<file path="config.mk">
export PLATFORM = sky130hd
export DESIGN_NAME = pc_seq
export DESIGN_NICKNAME = d
export VERILOG_FILES = /design/src/rtl/pc_pkg.sv /design/src/rtl/pc_ras.sv /design/src/rtl/pc_seq.sv
export SDC_FILE = /design/constraint.sdc
export NUM_CORES = 1
export LEC_CHECK = 0
export ABC_AREA = 1
export CORE_UTILIZATION = 50
export CTS_BUF_LIST = sky130_fd_sc_hd__clkbuf_4 sky130_fd_sc_hd__clkbuf_8
export CTS_CLUSTER_DIAMETER = 200
export DETAILED_ROUTE_END_ITERATION = 7
export DONT_BUFFER_PORTS = 1
export RECOVER_POWER = 50
export SYNTH_ARGS = -nofsm -noshare
export SYNTH_HDL_FRONTEND = slang
export SYNTH_SLANG_ARGS = --single-unit
</file>
<file path="constraint.sdc">
create_clock -name clk -period 5.5 [get_ports clk]
set_input_delay 0.825 -clock clk [delete_from_list [all_inputs] [get_ports clk]]
set_output_delay 0.825 -clock clk [all_outputs]
set_load 0.005 [all_outputs]
</file>
<file path="src/rtl/pc_pkg.sv">
// Shared definitions for the program-sequencing unit: mode width and
// sequencing-operation encodings supplied by the control unit.
package pc_pkg;

  localparam int MODE_W = 3;

  localparam logic [MODE_W-1:0] MODE_INC  = 3'b000;
  localparam logic [MODE_W-1:0] MODE_JMP  = 3'b001;
  localparam logic [MODE_W-1:0] MODE_JZ   = 3'b010;
  localparam logic [MODE_W-1:0] MODE_JNZ  = 3'b011;
  localparam logic [MODE_W-1:0] MODE_CALL = 3'b100;
  localparam logic [MODE_W-1:0] MODE_RET  = 3'b101;
  localparam logic [MODE_W-1:0] MODE_HOLD = 3'b110;

endpackage

</file>
<file path="src/rtl/pc_ras.sv">
// Return-address stack: LIFO of AW-bit entries with a registered depth
// counter and a combinational read of the top entry.
module pc_ras #(
  parameter int AW    = 10,
  parameter int DEPTH = 8
) (
  input  logic                     clk,
  input  logic                     rst,
  input  logic                     push,
  input  logic                     pop,
  input  logic [AW-1:0]            din,
  output logic [AW-1:0]            top,
  output logic [$clog2(DEPTH):0]   depth,
  output logic                     empty,
  output logic                     full
);

  localparam int IW = $clog2(DEPTH);
  localparam int DW = IW + 1;

  logic [AW-1:0] mem_q [DEPTH];
  logic [DW-1:0] depth_q;
  logic [DW-1:0] depth_d;
  logic [IW-1:0] top_idx_s;
  logic          empty_s;
  logic          full_s;
  logic          do_push_s;
  logic          do_pop_s;

  assign empty_s   = (depth_q == {DW{1'b0}});
  assign full_s    = (depth_q == DW'(DEPTH));
  assign do_push_s = push && !full_s;
  assign do_pop_s  = pop && !empty_s;
  assign top_idx_s = depth_q[IW-1:0] - IW'(1);

  always_comb begin
    depth_d = depth_q;
    if (do_push_s) begin
      depth_d = depth_q + DW'(1);
    end else if (do_pop_s) begin
      depth_d = depth_q - DW'(1);
    end else begin
      depth_d = depth_q;
    end
  end

  always_ff @(posedge clk or posedge rst) begin
    if (rst) begin
      depth_q <= {DW{1'b0}};
    end else begin
      depth_q <= depth_d;
    end
  end

  // Entry storage carries no reset; contents are don't-care until pushed.
  always_ff @(posedge clk) begin
    if (do_push_s) begin
      mem_q[depth_q[IW-1:0]] <= din;
    end
  end

  assign top   = empty_s ? {AW{1'b0}} : mem_q[top_idx_s];
  assign depth = depth_q;
  assign empty = empty_s;
  assign full  = full_s;

endmodule

</file>
<file path="src/rtl/pc_seq.sv">
// Program-sequencing unit: registered PC with jumps, zero-conditional
// branches, call/return through the RAS and sticky stack-error flags.
module pc_seq
  import pc_pkg::*;
#(
  parameter int            AW           = 10,
  parameter int            DEPTH        = 8,
  parameter logic [AW-1:0] RESET_VECTOR = '0
) (
  input  logic                     clk,
  input  logic                     reset,
  input  logic                     en,
  input  logic [MODE_W-1:0]        mode,
  input  logic [AW-1:0]            target,
  input  logic                     zero,
  output logic [AW-1:0]            pc,
  output logic [AW-1:0]            ras_top,
  output logic [$clog2(DEPTH):0]   depth,
  output logic                     empty,
  output logic                     full,
  output logic                     ovf,
  output logic                     unf
);

  logic [AW-1:0] pc_q;
  logic [AW-1:0] pc_d;
  logic          ovf_q;
  logic          ovf_d;
  logic          unf_q;
  logic          unf_d;
  logic [AW-1:0] pc_inc_s;
  logic          push_s;
  logic          pop_s;
  logic [AW-1:0] ras_top_s;
  logic          ras_empty_s;
  logic          ras_full_s;

  // Wraps modulo 2^AW; also the return address pushed by CALL.
  assign pc_inc_s = pc_q + AW'(1);

  always_comb begin
    pc_d   = pc_q;
    ovf_d  = ovf_q;
    unf_d  = unf_q;
    push_s = 1'b0;
    pop_s  = 1'b0;
    if (en) begin
      case (mode)
        MODE_INC:  pc_d = pc_inc_s;
        MODE_JMP:  pc_d = target;
        MODE_JZ:   pc_d = zero ? target : pc_inc_s;
        MODE_JNZ:  pc_d = zero ? pc_inc_s : target;
        MODE_CALL: begin
          if (ras_full_s) begin
            pc_d  = pc_inc_s;
            ovf_d = 1'b1;
          end else begin
            pc_d   = target;
            push_s = 1'b1;
          end
        end
        MODE_RET: begin
          if (ras_empty_s) begin
            pc_d  = pc_inc_s;
            unf_d = 1'b1;
          end else begin
            pc_d  = ras_top_s;
            pop_s = 1'b1;
          end
        end
        MODE_HOLD: pc_d = pc_q;
        default:   pc_d = pc_q;
      endcase
    end else begin
      pc_d = pc_q;
    end
  end

  always_ff @(posedge clk or posedge reset) begin
    if (reset) begin
      pc_q  <= RESET_VECTOR;
      ovf_q <= 1'b0;
      unf_q <= 1'b0;
    end else begin
      pc_q  <= pc_d;
      ovf_q <= ovf_d;
      unf_q <= unf_d;
    end
  end

  pc_ras #(
    .AW    (AW),
    .DEPTH (DEPTH)
  ) u_ras (
    .clk   (clk),
    .rst   (reset),
    .push  (push_s),
    .pop   (pop_s),
    .din   (pc_inc_s),
    .top   (ras_top_s),
    .depth (depth),
    .empty (ras_empty_s),
    .full  (ras_full_s)
  );

  assign pc      = pc_q;
  assign ras_top = ras_top_s;
  assign empty   = ras_empty_s;
  assign full    = ras_full_s;
  assign ovf     = ovf_q;
  assign unf     = unf_q;

endmodule

</file>
; ---- Word-level counts from Yosys, hierarchy flattened
; Memories as Yosys holds them, arrays and structs flattened.
; Cells that the tools add are included.
; Widths: inputs -> output; s select.
[totals]
reg_bits = 16
n_memories = 1
wordCells = 42
ramBits = 80
[mem_list]
columns = memory, words, width, rd, rd_clocked_by_memory_dff, wr, line_no
row1 = u_ras.mem_q, 8, 10, 1, 0, 1, pc_ras.sv:21  ; logic [AW-1:0] mem_q [DEPTH];
[op_classes]
add_sub_neg = 4
n_mux = 16
n_reduce_logical = 11
n_eq_ne = 6
[op_table]
columns = operator, count
row1 = $pmux 10 s6, 1
row2 = $mux 10, 5
row3 = $add 10x1->10 const B, 1
row4 = $mux 1, 8
row5 = $mux 4, 2
row6 = $eq 3x2->1 const B, 2
row7 = $eq 3x3->1 const B, 2
row8 = $reduce_and 3->1, 2
row9 = $reduce_bool 6->1, 1
row10 = $add 4x1->4 const B, 1
row11 = $eq 4x4->1 const B, 1
row12 = $logic_not 4->1, 1
row13 = $sub 4x1->4 const B, 1
row14 = $eq 3x1->1 const B, 1
row15 = $logic_not 3->1, 1
row16 = $sub 3x1->3 const B, 1
row17 = $logic_and 1x1->1, 2
row18 = $logic_not 1->1, 2
row19 = $reduce_and 2->1, 1
row20 = $reduce_bool 2->1, 1

; ---- Depth between registers and ports, before layout
[logic_depth]
ltp_word = 7
depth_mapped = 14
depth_no_buf = 12

; ---- Modules after synthesis
; A second synthesis with hierarchy kept.
[unflattened]
cells_unflattened = 478
hier_area_um2 = 4604.4
[modules_own_cells]
columns = mod, instances, cells_per_inst, area_per_inst_um2
row1 = pc_ras, 1, 295, 3509.6
row2 = pc_seq, 1, 183, 1094.8

; ---- Worst setup path after synthesis
; No wires, ideal clock.
[synth_path]
path_kind = register to output
startpoint = register u_ras.depth_q[0], in the netlist u_ras.depth[0]
endpoint = output ras_top[0]
t_arrival_ns = 1.829
path_stages_with_launch = 10
path_buffers = 3
path_slack_ns = 2.846
path_cell_list = dfrtp_1 -> inv_1 -> buf_2 -> buf_2 -> ha_1 -> clkbuf_1 -> nor2_1 -> o21ai_0 -> o211ai_2 -> and3_1
[synth_via]
elab_chain_len = 3
word_cells_on_any_way = 4
cone_classes = 1 x add/sub / 1 x mux / 1 x reduce/logical / 1 x memory
[synth_lines]
columns = element, line_no
row1 = from (decl), pc_ras.sv:22  ; logic [DW-1:0] depth_q;
row2 = from (signal assigned), pc_ras.sv:49  ; depth_q <= {DW{1'b0}};
row3 = from (signal assigned), pc_ras.sv:51  ; depth_q <= depth_d;
row4 = $sub 3x1->3, pc_ras.sv:34  ; assign top_idx_s = depth_q[IW-1:0] - IW'(1);
row5 = $mem_v2 8x10, --
row6 = $mux 10 *, pc_ras.sv:62  ; assign top = empty_s ? {AW{1'b0}} : mem_q[top_idx_s];
row7 = to (decl), pc_seq.sv:17  ; output logic [AW-1:0] ras_top,
; Mark *: on every way between the ends. The rest lies on a longest branch, timed or not.

; ---- Worst setup path after layout
[layout_path]
startpoint = register u_ras.depth_q[0], in the netlist u_ras.depth[0]
endpoint = output ras_top[7]
; The elaborated chain is that of the path after synthesis.

==> results_dict.tcl <==
set metrics [dict create \
    synth_edf_count 80 \
    post-route-worst-setup-slack_ns 1.66 \
    fmax_mhz 261 \
    outcome "completed" \
    p_comb_share_pct 47.0 \
    drcViolationCount 0 \
    cts_hold_buf 0 \
    insertedDiodeCount 0 \
    final.setup.tns_ns 0 \
    cts_resized 0 \
    cp.arrival_ns 3.01 \
    cts-root-buf "clkbuf_8" \
    hold_viol_final 0 \
    startpoint "u_ras.depth[0]" \
    die_w_um 100 \
    ant_nets 0 \
    grt_overflow 0 \
    syn_area_um2 4830 \
    grt_pass1_wl_mm 17.4 \
    nets 550 \
    peakVddDrop_uv 396 \
    wire_per_inst_um 17.6 \
    worstSkewPairLatency_ns 0.36 \
    synth_top_cell_by_area "edfxtp_1" \
    pwr_density_cell_nw_per_um2 533 \
    grt_usage_pct 24.1 \
    die_h_um 100 \
    cellLeakagePower_nw 2.19 \
    fin_skew_ns 0.0165 \
    cts_buffers 9 \
    clkPwrFrac_pct 15.3 \
    crit_family "buffers and inverters" \
    clock_sinks 96 \
    synth_cell_type_count 34 \
    worst_pin_slew_ns 1.15 \
    drt-pass1-iter-count 5 \
    drt_wl_total_mm 11.6 \
    syn_nets 549 \
    via_count 3487 \
    p_switching_mw 1.24 \
    timing.critical_path.mode_cell "nor2_1" \
    vias_per_cell 5.28 \
    hold_path_class "in -> async" \
    crit_chain "inv_1 > buf_4 > ha_1 > inv_2 > nor2_1 > o21ai_0 > nand3_1 > nand2_1 > nor2_1" \
    coreArea_um2 9280 \
    yosysSeqAreaShare_pct 58.0 \
    synth-main-ff-cell "edfxtp_1" \
    syn_area_per_cell_um2 9.19 \
    clk_pin_slew_ns 0.10 \
    fin_crit_ns 3.84 \
    grt_setup_unrepaired "false" \
    htreeDepth 3 \
    synthCells 526 \
    syn_to_final_growth_pct 5.75 \
    pre_cts_slack_ns 2.06 \
    end_kind "output pin" \
    criticalPathCategory "reg -> out" \
    grt_max_degree 49 \
    cts_tree "built" \
    internal_power_mw 1.48 \
    critPathMaxFanout 38 \
    drive_above_1_share_pct 10.3 \
    setup_violations 0 \
    crit_buf_inv 3 \
    post_cts_buffers 0 \
    drv_cap 0 \
    layout_commonest_cell "nand2_1" \
    die_area_um2 10100 \
    yosys_warnings 0 \
    drtIter0Drc 238 \
    setup.worst_path.start_class "flop" \
    max-slew-margin-rel_pct 23.2 \
    pwr-share-seq_pct 37.7 \
    async_flop_share_pct 16.7 \
    cp.required_ns 4.68 \
    synth_top_area_share_pct 49.7 \
    hpwl_mm 7.52 \
    first_global_vias 3158 \
    slowest_stage "ha_1" \
    r2r_start "u_ras.depth[0]" \
    antenna_found_initial 0 \
    port_buffers 0 \
    synth.ff_latch_count 96 \
    fin_crit_sh_pct 69.7 \
    io_pins 45 \
    slowest_delay_ns 0.82 \
    p_sw_share_pct 45.4 \
    synth_area_leaders "edfxtp_1, nand2_1, dfrtp_1, nor2_1, nand3_1" \
    gp_congestion 0.917 \
    rows 35 \
    fillers 862 \
    mostFrequentLayoutCells "nand2_1, nor2_1, edfxtp_1, inv_1, nand3_1" \
    slew_violations 0 \
    initial_core_util_pct 52.0 \
    max-clock-path-buffers 2 \
]
worst reg2reg max path, delay by kind of cell, from the launching register on:
family                   cells  cell delay [ns]
AND/OR/NAND/NOR              7             0.86
buffers and inverters        3             0.83
adder cells (fa/ha/maj)      1             0.83
flip-flops                   1             0.39
layer usage:
layer  part of all wire [%]  vias up  global-route usage (%)  wire length, um
met5                      0        -                       0                0
met4                    3.0        0                    10.1              346
met3                    5.5       20                    3.55              638
met2                     46      113                    37.6             5380
met1                     45     1628                    33.9             5280
li1                       -     1726                       -                -
sequential cells by signal (all words and copies together), names as in the netlist:
| register | flops |
|---|---|
| unf | 1 |
| u_ras.mem_q | 80 |
| ovf | 1 |
| u_ras.depth | 4 |
| pc | 10 |
power groups by stage:
stage               combinational [mW]  clock, mW  sequential (mW)
global placement                  1.26          0             1.04
CTS                               1.28      0.420             1.02
finish                            1.28      0.417             1.03
floorplan                        0.991          0             1.02
detailed placement                1.28          0             1.04
global route                      1.43      0.446             1.03
final timing paths:
kind                                    to  slack (ns)  cells past startpoint
worst max-delay path            ras_top[7]        1.66                      9
worst min-delay path                 pc[9]        0.46                      1
worst max register to register       pc[8]        2.53                     11
worst min register to register         unf        0.52                      1
max in group asynchronous            pc[1]        4.56                      1
min in group clk                       unf        0.52                      1
stage by stage:
step | util, % | area [um^2] | std cells | hold slack [ns] | power (mW)
after floorplan | - | 4830 | 526 | 0.468 | 2.01
after global placement | 53.2 | 4940 | 645 | 0.493 | 2.30
after detailed placement | 53.2 | 4940 | 645 | 0.494 | 2.32
after CTS | 55.0 | 5110 | 661 | 0.481 | 2.73
after global routing | 55.0 | 5110 | 661 | 0.514 | 2.91
final | 55.0 | 5110 | 661 | 0.463 | 2.72
cells in the mapped netlist, types with 3 or more instances:
library cell	n
a21oi_1	4
and3_1	5
buf_2	8
buf_4	3
clkbuf_1	3
dfrtp_1	16
edfxtp_1	80
ha_1	5
inv_1	50
inv_2	5
nand2_1	140
nand2_2	4
nand3_1	45
nand3_2	8
nand4_1	11
nor2_1	80
nor2_2	4
nor3_1	5
o21ai_0	21
or2_2	7
xor2_1	6
cells by family after synthesis:
group                      share of synthesized area, %
and+or+nand+nor                                    28.6
AOI/OAI and AO/OA                                  3.55
buffers and inverters                              6.58
DFF                                                58.0
xor gates and xnor gates                           1.61
adders and majority gates                          1.71
final cells by class:
| cell class | count | area (um^2) | area share [%] |
|---|---|---|---|
| repair buffers | 6 | 45.0 | 0.881 |
| well taps | 129 | 161 | 3.16 |
| clock buffers | 9 | 124 | 2.42 |
| clock inverters | 7 | 46.3 | 0.906 |
| flip-flops and latches | 96 | 2800 | 54.8 |
| multi-input cells | 357 | 1710 | 33.5 |
| inverters | 57 | 219 | 4.29 |
Power figures use the tool's default switching activity.
